[src/rtl/pool_pkg.sv]
// Shared types and helpers for the streaming pooling stage.
package pool_pkg;

  typedef enum logic {POOL_AVG = 1'b0, POOL_MAX = 1'b1} pool_mode_t;

  function automatic int clog2_int(input int v);
    int r;
    r = 0;
    for (int i = 0; i < 31; i++)
      if ((1 << i) < v) r = i + 1;
    return r;
  endfunction

  // Replicates an in_res-bit value MSB-first to fill out_res bits (0xA -> 0xAA).
  function automatic logic [31:0] depth_expand(input logic [31:0] value, input int in_res,
                                               input int out_res);
    logic [31:0] r;
    r = '0;
    for (int i = 0; i < 32; i++)
      if (i < out_res) r[out_res-1-i] = value[in_res-1-(i % in_res)];
    return r;
  endfunction

endpackage

[src/rtl/pool_combine.sv]
// One accumulate step: load on pool start, else add (average) or keep the larger (max).
module pool_combine
  import pool_pkg::*;
#(
  parameter int IN_RES = 1,
  parameter int ACC_W  = 3
) (
  input  pool_mode_t         mode,
  input  logic               start,
  input  logic [ACC_W-1:0]   entry,
  input  logic [IN_RES-1:0]  pixel,
  output logic [ACC_W-1:0]   next_entry
);

  logic [ACC_W-1:0] pix_ext;
  assign pix_ext = ACC_W'(pixel);

  always_comb begin
    next_entry = entry + pix_ext;
    if (start)                 next_entry = pix_ext;
    else if (mode == POOL_MAX) next_entry = (pix_ext > entry) ? pix_ext : entry;
  end

endmodule

[src/rtl/stream_pooling_n.sv]
// Raster-streaming NxN average/max pooling with a one-deep output register.
// Build option: STREAM_POOLING_ROUND_EN selects round-half-up averaging instead of truncation.
module stream_pooling_n
  import pool_pkg::*;
#(
  parameter int IN_RES  = 1,
  parameter int OUT_RES = 8,
  parameter int N       = 2,
  parameter int IN_SIDE = 28
) (
  input  logic               clk,
  input  logic               reset,
  input  logic               mode,
  input  logic               in_valid,
  output logic               in_ready,
  input  logic [IN_RES-1:0]  in_pixel,
  output logic               out_valid,
  input  logic               out_ready,
  output logic [OUT_RES-1:0] out_pixel,
  output logic               out_last
);

  localparam int OUT_SIDE = IN_SIDE / N;
  localparam int LOGN     = clog2_int(N);
  localparam int ACC_W    = IN_RES + 2 * LOGN;
  localparam int CNT_W    = clog2_int(IN_SIDE);
  localparam int IDX_W    = (OUT_SIDE > 1) ? clog2_int(OUT_SIDE) : 1;
  localparam logic [CNT_W-1:0] SIDE_MAX = CNT_W'(IN_SIDE - 1);

  logic [CNT_W-1:0]  row, col;
  pool_mode_t        mode_q, mode_eff;
  logic [ACC_W-1:0]  acc [OUT_SIDE];
  logic [ACC_W-1:0]  entry_next;
  logic [IDX_W-1:0]  idx;
  logic [IN_RES-1:0] avg;
  logic              accept, first_px, start, done, frame_end;

  assign in_ready  = !out_valid || out_ready;
  assign accept    = in_valid && in_ready;
  assign first_px  = (row == '0) && (col == '0);
  // The first pixel of a frame uses the live mode pin; the rest of the frame uses the latch.
  assign mode_eff  = first_px ? pool_mode_t'(mode) : mode_q;
  assign start     = (row[LOGN-1:0] == '0) && (col[LOGN-1:0] == '0);
  assign done      = accept && (&row[LOGN-1:0]) && (&col[LOGN-1:0]);
  assign frame_end = (row == SIDE_MAX) && (col == SIDE_MAX);
  assign idx       = IDX_W'(col >> LOGN);

  pool_combine #(.IN_RES(IN_RES), .ACC_W(ACC_W)) u_combine (
    .mode       (mode_eff),
    .start      (start),
    .entry      (acc[idx]),
    .pixel      (in_pixel),
    .next_entry (entry_next)
  );

`ifdef STREAM_POOLING_ROUND_EN
  logic [ACC_W:0] rnd_sum;
  always_comb begin
    rnd_sum = ({1'b0, entry_next} + (ACC_W+1)'(N * N / 2)) >> (2 * LOGN);
    if (mode_eff == POOL_MAX)
      avg = entry_next[IN_RES-1:0];
    else if (rnd_sum > (ACC_W+1)'((1 << IN_RES) - 1))
      avg = '1;
    else
      avg = rnd_sum[IN_RES-1:0];
  end
`else
  always_comb begin
    if (mode_eff == POOL_MAX) avg = entry_next[IN_RES-1:0];
    else                      avg = IN_RES'(entry_next >> (2 * LOGN));
  end
`endif

  always_ff @(posedge clk) begin
    if (reset) begin
      row       <= '0;
      col       <= '0;
      mode_q    <= POOL_AVG;
      for (int i = 0; i < OUT_SIDE; i++) acc[i] <= '0;
      out_valid <= 1'b0;
      out_pixel <= '0;
      out_last  <= 1'b0;
    end else begin
      if (accept) begin
        acc[idx] <= entry_next;
        if (first_px) mode_q <= mode_eff;
        if (col == SIDE_MAX) begin
          col <= '0;
          row <= (row == SIDE_MAX) ? '0 : row + 1'b1;
        end else begin
          col <= col + 1'b1;
        end
      end
      // A completion can only be accepted when the output register is free or draining.
      if (done) begin
        out_valid <= 1'b1;
        out_pixel <= OUT_RES'(depth_expand(32'(avg), IN_RES, OUT_RES));
        out_last  <= frame_end;
      end else if (out_ready) begin
        out_valid <= 1'b0;
      end
    end
  end

endmodule

[config.mk]
export PLATFORM = sky130hd
export DESIGN_NAME = stream_pooling_n
export DESIGN_NICKNAME = d
export VERILOG_FILES = /design/src/rtl/pool_pkg.sv /design/src/rtl/pool_combine.sv /design/src/rtl/stream_pooling_n.sv
export SDC_FILE = /design/constraint.sdc
export NUM_CORES = 1
export LEC_CHECK = 0
export CORE_ASPECT_RATIO = 2
export CORE_MARGIN = 1
export CORE_UTILIZATION = 35
export CTS_CLUSTER_DIAMETER = 40
export DETAILED_ROUTE_END_ITERATION = 10
export MAX_ROUTING_LAYER = met4
export PLACE_DENSITY_LB_ADDON = 0.2
export SETUP_SLACK_MARGIN = 0.15
export SLEW_MARGIN = 40
export SYNTH_ARGS = -nofsm -noshare
export SYNTH_HDL_FRONTEND = slang
export SYNTH_SLANG_ARGS = --single-unit
[constraint.sdc]
create_clock -name clk -period 4.05 [get_ports clk]
set_input_delay 0.81 -clock clk [delete_from_list [all_inputs] [get_ports clk]]
set_output_delay 0.81 -clock clk [all_outputs]
set_load 0.02 [all_outputs]
Word level (Yosys, flattened, before mapping)

Memory sizes are Yosys's and may differ from the RTL's. A register that Yosys moved wholly into a read port is not among the register bits.
Cells that the tools add are included.

Multiplexer cells: 19
Bitwise operators: 2
Order comparisons: 1
Add/sub/neg operators: 3
Equal/unequal tests: 2
Reductions and logical operators: 14

Operator list:

| cell                                                          | number |
|---|---|
| 3-bit two-way mux                                             | 4 |
| 4-bit two-way mux                                             | 3 |
| 5-bit by 1-bit adder with 5-bit output, second input constant | 2 |
| 5-bit equality test, second input constant                    | 2 |
| 5-bit logical NOT                                             | 2 |
| 1-bit two-way mux                                             | 10 |
| 5-bit two-way mux                                             | 2 |
| 1-bit logical AND                                             | 6 |
| 2-bit AND reduction                                           | 2 |
| 3-bit by 1-bit adder with 3-bit output                        | 1 |
| 1-bit by 3-bit greater-than comparator with 1-bit output      | 1 |
| 3-bit OR reduction                                            | 1 |
| 1-bit NOT                                                     | 2 |
| 2-bit nonzero test                                            | 1 |
| 1-bit logical NOT                                             | 1 |
| 1-bit logical OR                                              | 1 |

RAM bits: 42
Logic and storage cells: 48
Register bits: 14
Input port bits: 6
Output and inout bits: 11
Memories: 1

Memory list:

| name | depth | width | read ports | clocked after memory_dff | wr ports | RTL line               | text |
|---|---|---|---|---|---|---|---|
| acc  | 14    | 3     | 1          | 1                        | 14       | stream_pooling_n.sv:32 | `logic [ACC_W-1:0] acc [OUT_SIDE];` |

Longest topological paths before layout

Gate-level depths: netlist (run 1).

Word-level depth: 8
Mapped depth: 12
Gate-level depth less buffers: 9

Cells and area by module

From an unflattened synthesis (run 1), not the netlist that was laid out.

Cell total of the unflattened synthesis: 265
Area total of the unflattened synthesis: 3,301.9 um^2

Modules (own cells, without submodules):

| module           | times used | area an instance (um^2) | cells an instance |
|---|---|---|---|
| stream_pooling_n | 1          | 3,175.5                 | 251 |
| pool_combine     | 1          | 126.4                   | 14 |

Worst setup path before layout (run 1)

Ideal clock, no wire load.

Kind: register to register
Start point: register (tool-made name)
End point: memory acc[14][0] (data pin)
Data required time: 3.797 ns
Setup time: 0.253 ns
Stages on the path, launching flop included: 12
Setup slack: 1.153 ns
Path buffers: 2
Clock period less this slack: 2.897 ns
Data arrival time: 2.644 ns
Cells stage by stage: dfxtp_1 > buf_6 > mux4_2 > a22oi_1 > nand3_1 > ha_1 > nor3b_1 > a22oi_2 > o2111a_2 > nor3_4 > buf_6 > inv_2

RTL lines:

| item             | RTL line |
|---|---|
| end: declaration | stream_pooling_n.sv:32 |

==> implementation parameters, run 1 <==
Parameter                              Value

Outcome
  Outcome    finished, final reports clean

Finish
  Sequential cell area    around 0.0018 mm^2
  Number of standard cells in the final layout excluding fillers    411
  Net count, final    ~320
  Growth of design area from synthesis to finish    16.0%
  ANT cells    0
  Core utilization of the finished layout    0.416
  Area of the multi-input gates    roughly 0.0014 mm^2
  Layout cells sized above 1    0.169
  Fillers    882
  Design Area, Final    around 0.0039 mm^2

Pwr
  Share of total power consumed by net switching    0.214
  Net switching power figure    0.361 mW
  Flop pwr share    0.447
  Power, Total    1.69 mW
  Total leakage power    1.38 nW
  Part of the total power dissipated in the clock network    0.482
  Cell internal pwr    between 1 and 1.5 mW
  Power share of the combinational group    0.071
  Maximum VDD drop    approximately 270 uV
  Power density relative to cell area    ~440 mW/mm^2

Clocking
  Number of CTS-inserted buffers    9
  Post-cts hold buffer count    0
  Quantity of gates resized following cts    0
  CTS Root Buffer Type    sky130_fd_sc_hd__clkbuf_16
  Number of buffers between clock root and the deepest sink    2
  H-tree levels    3
  CTS tree    yes
  Clk sinks    66
  Number of setup buffers added after CTS    0
  Clock-pin transition on the worst setup and hold timing paths    50 ps
  Worst-skew pair later-pin latency    approximately 320 ps

Logic synthesis
  Unique masters post-synth    45
  EDFF count, synth    48
  Post-synthesis instance total    around 290
  Post-synthesis cell area    roughly 0.0033 mm^2
  Count of yosys warnings during synthesis    0
  Async set or reset register ratio after synthesis    0
  Portion of the post-synthesis area used by sequential elements    0.540
  Total nets after synthesis    ~300
  Share of the synthesized area in the top cell type    0.432
  Mean area per synthesized cell    about 12 um^2
  Synth area leaders    sky130_fd_sc_hd__edfxtp_1 (43%), sky130_fd_sc_hd__dfxtp_1 (11%), sky130_fd_sc_hd__nor2_1 (5.4%)
  Largest area contributor in the netlist    sky130_fd_sc_hd__edfxtp_1
  Most instantiated flip-flop cell in the synthesis netlist    sky130_fd_sc_hd__edfxtp_1
  Post-synthesis sequential element count    66

Placement
  Cell count after placement    slightly below 400
  Placed inst area    0.00356 mm^2
  Final RePlAce weighted congestion    0.755
  Count of input and output buffers    16
  Post-detailed-placement half-perimeter wirelength    ~5.7 mm
  Pre-CTS WS    between 500 and 600 ps

Critical path
  Setup CP Type    flop to flop
  Highest net fanout along the worst path    15
  Largest delay contributor family on the critical path    flip-flops
  Worst path cell trace    mux4_2 > a22oi_1 > nand3_1 > ha_1 > nor3b_1 > a22oi_2 > o2111a_2 > nor3_4 > buf_4 > nor2_1
  Max stage delay on crit path    roughly 690 ps
  Endpoint kind of the worst setup timing path    flop
  Crit path buf inv count    1
  Startpoint Class    flop
  Critical path's slowest cell    sky130_fd_sc_hd__dfxtp_1
  Req. time, crit path    a little over 4000 ps
  Crit path DAT    around 3500 ps

Floorplanning
  I/O Pins    17
  Total core area    roughly 0.0093 mm^2
  Starting utilization of the core area    0.358
  Std-Cell Rows    50
  Die X-Extent    just over 70 um
  Die Y    140 um
  Area enclosed by the die boundary    between 0.009 and 0.01 mm^2

STA
  Total negative slack    0 ps
  Final setup fails    0
  Portion of the clock cycle consumed by the worst path in the final layout    0.841
  RSZ-0062 raised after global routing    no
  Relative slew slack    0.480
  Worst-case clock skew    roughly 5.4 ps
  Max-slew violation total from the final report    0
  Fin. Hold Viols    0
  Max Clock Freq    between 0.2 and 0.3 GHz
  Tightest hold margin    501 ps
  Transition at the pin with the smallest max-transition slack    slightly below 800 ps
  Final critical-path setup slack    ~640 ps
  Time the final worst path needs with I/O delays and setup    ~3400 ps

Drt
  Per-cell via count in the routed design    ~5.2
  Total length of routed wires    about 7.5 mm
  Number of antenna-violating nets in the routed design    0
  DR vias    between 2000 and 2500
  DRC marker count from the first detailed-route iteration    slightly above 90
  Number of detailed-route iterations in the first pass    4
  Routed wirelength normalized by instance count    ~18 um
  Number of DRC violations after detailed routing    0

Global route
  Largest net degree at the start of global routing    25
  First-pass GRT wire length    roughly 12 mm
  Overflow after GRT    0
  GRT Util Overall    0.169
  Vias in the first global route    roughly 2200
  Number of antenna violations at the first check in global routing    0

Flow run
  Max Cap Viol    0

Min path
  Class of the worst hold path    flop to flop
-- cell usage in the layout, fill, tap and decap left out, drive strengths merged, types with 3 or more instances in the layout --
| cell | count |
|---|---|
| clkinv | 3 |
| a31oi | 3 |
| edfxtp | 48 |
| ha | 7 |
| nand2b | 15 |
| a21oi | 7 |
| nor4b | 4 |
| a22oi | 3 |
| nand2 | 24 |
| dfxtp | 18 |
| nor2b | 5 |
| nand3 | 11 |
| clkdlybuf4s50 | 16 |
| mux2i | 13 |
| mux4 | 10 |
| buf | 8 |
| clkbuf | 9 |
| nor2 | 57 |
| inv | 11 |
| mux2 | 3 |
| nor3 | 6 |
-- synth_stat cells (all sizes together), types with 3 or more instances --
cell type,count
nor2,57
a31oi,3
mux4,10
inv,11
a21oi,7
edfxtp,48
a22oi,3
nand2,24
nand2b,15
nor2b,5
nor3,6
ha,7
clkbuf,8
nand3,11
nor4b,4
mux2i,13
dfxtp,18
mux2,3
buf,13
-- metal layers --
metal	vias up	wire length [um]	track usage
li1	1052	-	-
met1	1042	2520	0.149
met2	38	4520	0.327
met3	16	163	0.0309
met4	0	261	0.0842
met5	-	0	-
-- cell families (layout without fill, tap and decap cells) --
kind of cell / after synthesis / after routing / share of synthesized area
multiplexers: 26 / 26 / 0.126
flip-flops: 66 / 66 / 0.540
AO/OA/AOI/OAI: 23 / 23 / 0.0510
AND/OR/NAND/NOR: 133 / 133 / 0.202
XOR/XNOR: 1 / 1 / 0.00262
adder cells (fa/ha/maj): 7 / 7 / 0.0262
buffers and inverters: 32 / 51 / 0.0525
-- final timing paths --
check / slack (ps) / depth (start not counted) / start / to
max: 640 / 10 / flop / acc[5][0]$_SDFFCE_PN0P_
min: 500 / 2 / out_last$_SDFFE_PP0P_ / out_last$_SDFFE_PP0P_
max reg2reg: 640 / 10 / flop / acc[5][0]$_SDFFCE_PN0P_
min reg2reg: 500 / 2 / out_last$_SDFFE_PP0P_ / out_last$_SDFFE_PP0P_
-- layout make-up --
class / instances / share of cell area
inverter: 11 / 0.0107
clock buffer: 9 / 0.0581
clock inverter: 7 / 0.0242
sequential: 66 / 0.465
multi-input combinational: 190 / 0.352
tap: 104 / 0.0336
timing repair buffer: 24 / 0.0568
-- flip-flops by register name (all words and copies together) (netlist names), named ones only --
| name | flops |
|---|---|
| acc | 48 |
| col | 5 |
| mode_q | 1 |
| out_last | 1 |
| out_pixel | 1 |
| out_valid | 1 |
| row | 5 |
-- power groups by stage --
stage               Combinational, mW  Clock [mW]  Sequential (mW)
floorplan                      0.0930           0            0.761
finish                          0.121       0.815            0.755
global placement                0.120           0            0.769
detailed placement              0.123           0            0.770
global route                    0.132       0.853            0.758
CTS                             0.123       0.828            0.756
-- tightest hold or removal path: cells and delay by family (launching register included) --
family             cells  cell delay [ps]
AOI/OAI and AO/OA      1               60
DFF                    1              330
and+or+nand+nor        1               70
No activity file was read; power rests on OpenSTA's default activity.
==> run 2: changes to the inputs <==
==> constraint.sdc (replaced) <==
create_clock -name clk -period 3.5 [get_ports clk]
set_input_delay 0.7 -clock clk [delete_from_list [all_inputs] [get_ports clk]]
set_output_delay 0.7 -clock clk [all_outputs]
set_load 0.02 [all_outputs]
==> run 2 against run 1 <==
Compared with the run above:
- flip-flop and latch count is the same
- sequential share of layout area decreased by 0.46 points
- count of clock-buffer cells in the layout rose by 4
- register-to-register slack got worse by 190 ps
- first-iteration DRC count decreased by 28%
- worst hold slack got worse by 2.2 ps
- core utilization grew 0.44 points
- clock skew hardly changed
==> implementation parameters, run 2 (synthesized netlist as in run 1, its figures left out) <==
Parameter                              Value

Finish
  Most used cells in the layout excluding fill and tap cells    sky130_fd_sc_hd__nor2_1 (48), sky130_fd_sc_hd__edfxtp_1 (48), sky130_fd_sc_hd__nand2_1 (24), sky130_fd_sc_hd__dfxtp_1 (17), sky130_fd_sc_hd__clkdlybuf4s50_1 (16) (was sky130_fd_sc_hd__nor2_1 (48), sky130_fd_sc_hd__edfxtp_1 (48), sky130_fd_sc_hd__nand2_1 (24), sky130_fd_sc_hd__dfxtp_1 (18), sky130_fd_sc_hd__clkdlybuf4s50_1 (16))
  Net count, final    320 (was 315)
  Biggest regs    acc: 48 flops, col: 5 flops, row: 5 flops (unchanged)
  Max reg flops    48 (unchanged)
  Number of standard cells in the final layout excluding fillers    416 (was 411)
  Reg with most FFs    acc (unchanged)
  Growth of design area from synthesis to finish    17.3% (was 16.0%)
  Layout cells sized above 1    0.179 (was 0.169)
  ANT cells    0 (unchanged)

STA
  Final setup fails    0 (unchanged)
  Max Clock Freq    0.328 GHz (was 0.293 GHz)
  Final critical-path setup slack    455 ps (was 642 ps)
  Max-slew violation total from the final report    0 (unchanged)
  Total negative slack    0 ps (unchanged)
  Relative slew slack    0.593 (was 0.480)
  Worst-case clock skew    5.80 ps (was 5.39 ps)
  Fin. Hold Viols    0 (unchanged)
  RSZ-0062 raised after global routing    no (unchanged)
  Transition at the pin with the smallest max-transition slack    602 ps (was 769 ps)
  Portion of the clock cycle consumed by the worst path in the final layout    0.870 (was 0.841)
  Time the final worst path needs with I/O delays and setup    3050 ps (was 3410 ps)

Pwr
  Total leakage power    1.41 nW (was 1.38 nW)
  Maximum VDD drop    440 uV (was 266 uV)
  Power density relative to cell area    503 mW/mm^2 (was 436 mW/mm^2)

Critical path
  Crit path DAT    3120 ps (was 3480 ps)
  Critical path's slowest cell    sky130_fd_sc_hd__mux4_2 (was sky130_fd_sc_hd__dfxtp_1)
  Logic depth of the worst setup path including buffers    10 (unchanged)
  Endpoint kind of the worst setup timing path    flop (unchanged)
  Startpoint Class    flop (unchanged)
  Max stage delay on crit path    520 ps (was 690 ps)
  Req. time, crit path    3570 ps (was 4120 ps)
  Cell count of the worst reg-to-reg path    10 (unchanged)
  Worst path cell trace    mux4_2 > a22oi_1 > nand3_1 > ha_1 > nor3b_1 > a22oi_2 > o2111a_2 > nor3_4 > buf_4 > nor2_1 (unchanged)
  Highest net fanout along the worst path    15 (unchanged)
  Crit path buf inv count    1 (unchanged)
  Largest delay contributor family on the critical path    simple AND/OR/NAND/NOR gates (was flip-flops)
  Setup CP Type    flop to flop (unchanged)

Placement
  Pre-CTS WS    333 ps (was 583 ps)
  Post-detailed-placement half-perimeter wirelength    5.99 mm (was 5.72 mm)
  Count of input and output buffers    16 (unchanged)
  Cell count after placement    400 (was 395)
  Final RePlAce weighted congestion    0.779 (was 0.755)

Global route
  Overflow after GRT    0 (unchanged)
  Number of antenna violations at the first check in global routing    0 (unchanged)
  Vias in the first global route    2298 (was 2232)
  First-pass GRT wire length    11.8 mm (was 11.7 mm)
  Largest net degree at the start of global routing    16 (was 25)
  GRT Util Overall    0.172 (was 0.169)

Min path
  Class of the worst hold path    flop to flop (unchanged)
  Source of the worst hold timing path    mode_q$_SDFFE_PP0P_ (was out_last$_SDFFE_PP0P_)
  Cell count of the worst hold path    2 (unchanged)

Outcome
  Outcome    finished, final reports clean (unchanged)

Drt
  Number of DRC violations after detailed routing    0 (unchanged)
  Per-cell via count in the routed design    5.30 (was 5.23)
  DR vias    2203 (was 2148)
  Number of detailed-route iterations in the first pass    4 (unchanged)
  Routed wirelength normalized by instance count    18.2 um (was 18.1 um)
  Total length of routed wires    7.57 mm (was 7.46 mm)
  Number of antenna-violating nets in the routed design    0 (unchanged)
  DRC marker count from the first detailed-route iteration    66 (was 92)

Floorplanning
  Area enclosed by the die boundary    0.00996 mm^2 (unchanged)
  Std-Cell Rows    50 (unchanged)
  Starting utilization of the core area    0.358 (unchanged)
  Die X-Extent    71.1 um (unchanged)
  Total core area    0.00932 mm^2 (unchanged)
  I/O Pins    17 (unchanged)
  Die Y    140 um (unchanged)

Clocking
  Number of buffers between clock root and the deepest sink    2 (unchanged)
  Number of setup buffers added after CTS    0 (unchanged)
  CTS Root Buffer Type    sky130_fd_sc_hd__clkbuf_16 (unchanged)
  Clock-pin transition on the worst setup and hold timing paths    50 ps (about the same)
  Worst-skew pair later-pin latency    330 ps (was 320 ps)
  Number of CTS-inserted buffers    9 (unchanged)
  Clk sinks    66 (unchanged)
  CTS tree    yes (unchanged)
  H-tree levels    3 (unchanged)

Flow run
  Max Cap Viol    0 (unchanged)
run 2: layer usage:
| metal | GRT usage | up-vias | share of wire |
|---|---|---|---|
| li1 | - | 1067 | - |
| met1 | 0.139 | 1070 | 0.33 |
| met2 | 0.340 | 44 | 0.61 |
| met3 | 0.0288 | 22 | 0.021 |
| met4 | 0.108 | 0 | 0.043 |
| met5 | - | - | 0 |
run 2: stage by stage:
step / hold slack (ps) / utilization / total power [mW] / area (um^2)
6_report: 498 / 0.420 / 1.97 / 3920
5_1_grt: 521 / 0.420 / 2.02 / 3920
3_3_place_gp: 476 / 0.386 / 1.03 / 3590
2_1_floorplan: 458 / - / 0.989 / 3340
4_1_cts: 497 / 0.419 / 1.99 / 3910
3_5_place_dp: 485 / 0.386 / 1.04 / 3590
run 2: repair_timing:
item | in CTS | in global routing
gates resized for setup | 0 | 1
endpoints found under the setup margin | 0 | 5
hold endpoints to repair | 0 | 0
hold buffers | 0 | 0
run 2: cell type report:
class                   count  area, um^2
clock buffers              13         250
clock inverters             3        65.1
fillers                   848        5410
inverters                  11        41.3
multi-input cells         190        1370
flip-flops and latches     66        1800
well taps                 104         130
repair buffers             29         258
run 2: power breakdown:
| group | switching [mW] | internal [mW] |
|---|---|---|
| registers | 0.0116 | 0.860 |
| clock network | 0.307 | 0.642 |
| logic | 0.0854 | 0.0618 |
run 2: tightest hold or removal path: stages (launching register included):
cell and delay (ps):
sky130_fd_sc_hd__dfxtp_1 320, sky130_fd_sc_hd__mux2i_1 70, sky130_fd_sc_hd__nor2_1 80
run 2: path summary, 6_finish.rpt:
kind	slack (ps)	endpoint
worst max register to register	450	acc[5][0]$_SDFFCE_PN0P_
worst min-delay path	500	mode_q$_SDFFE_PP0P_
worst min register to register	500	mode_q$_SDFFE_PP0P_
worst max-delay path	450	acc[5][0]$_SDFFCE_PN0P_
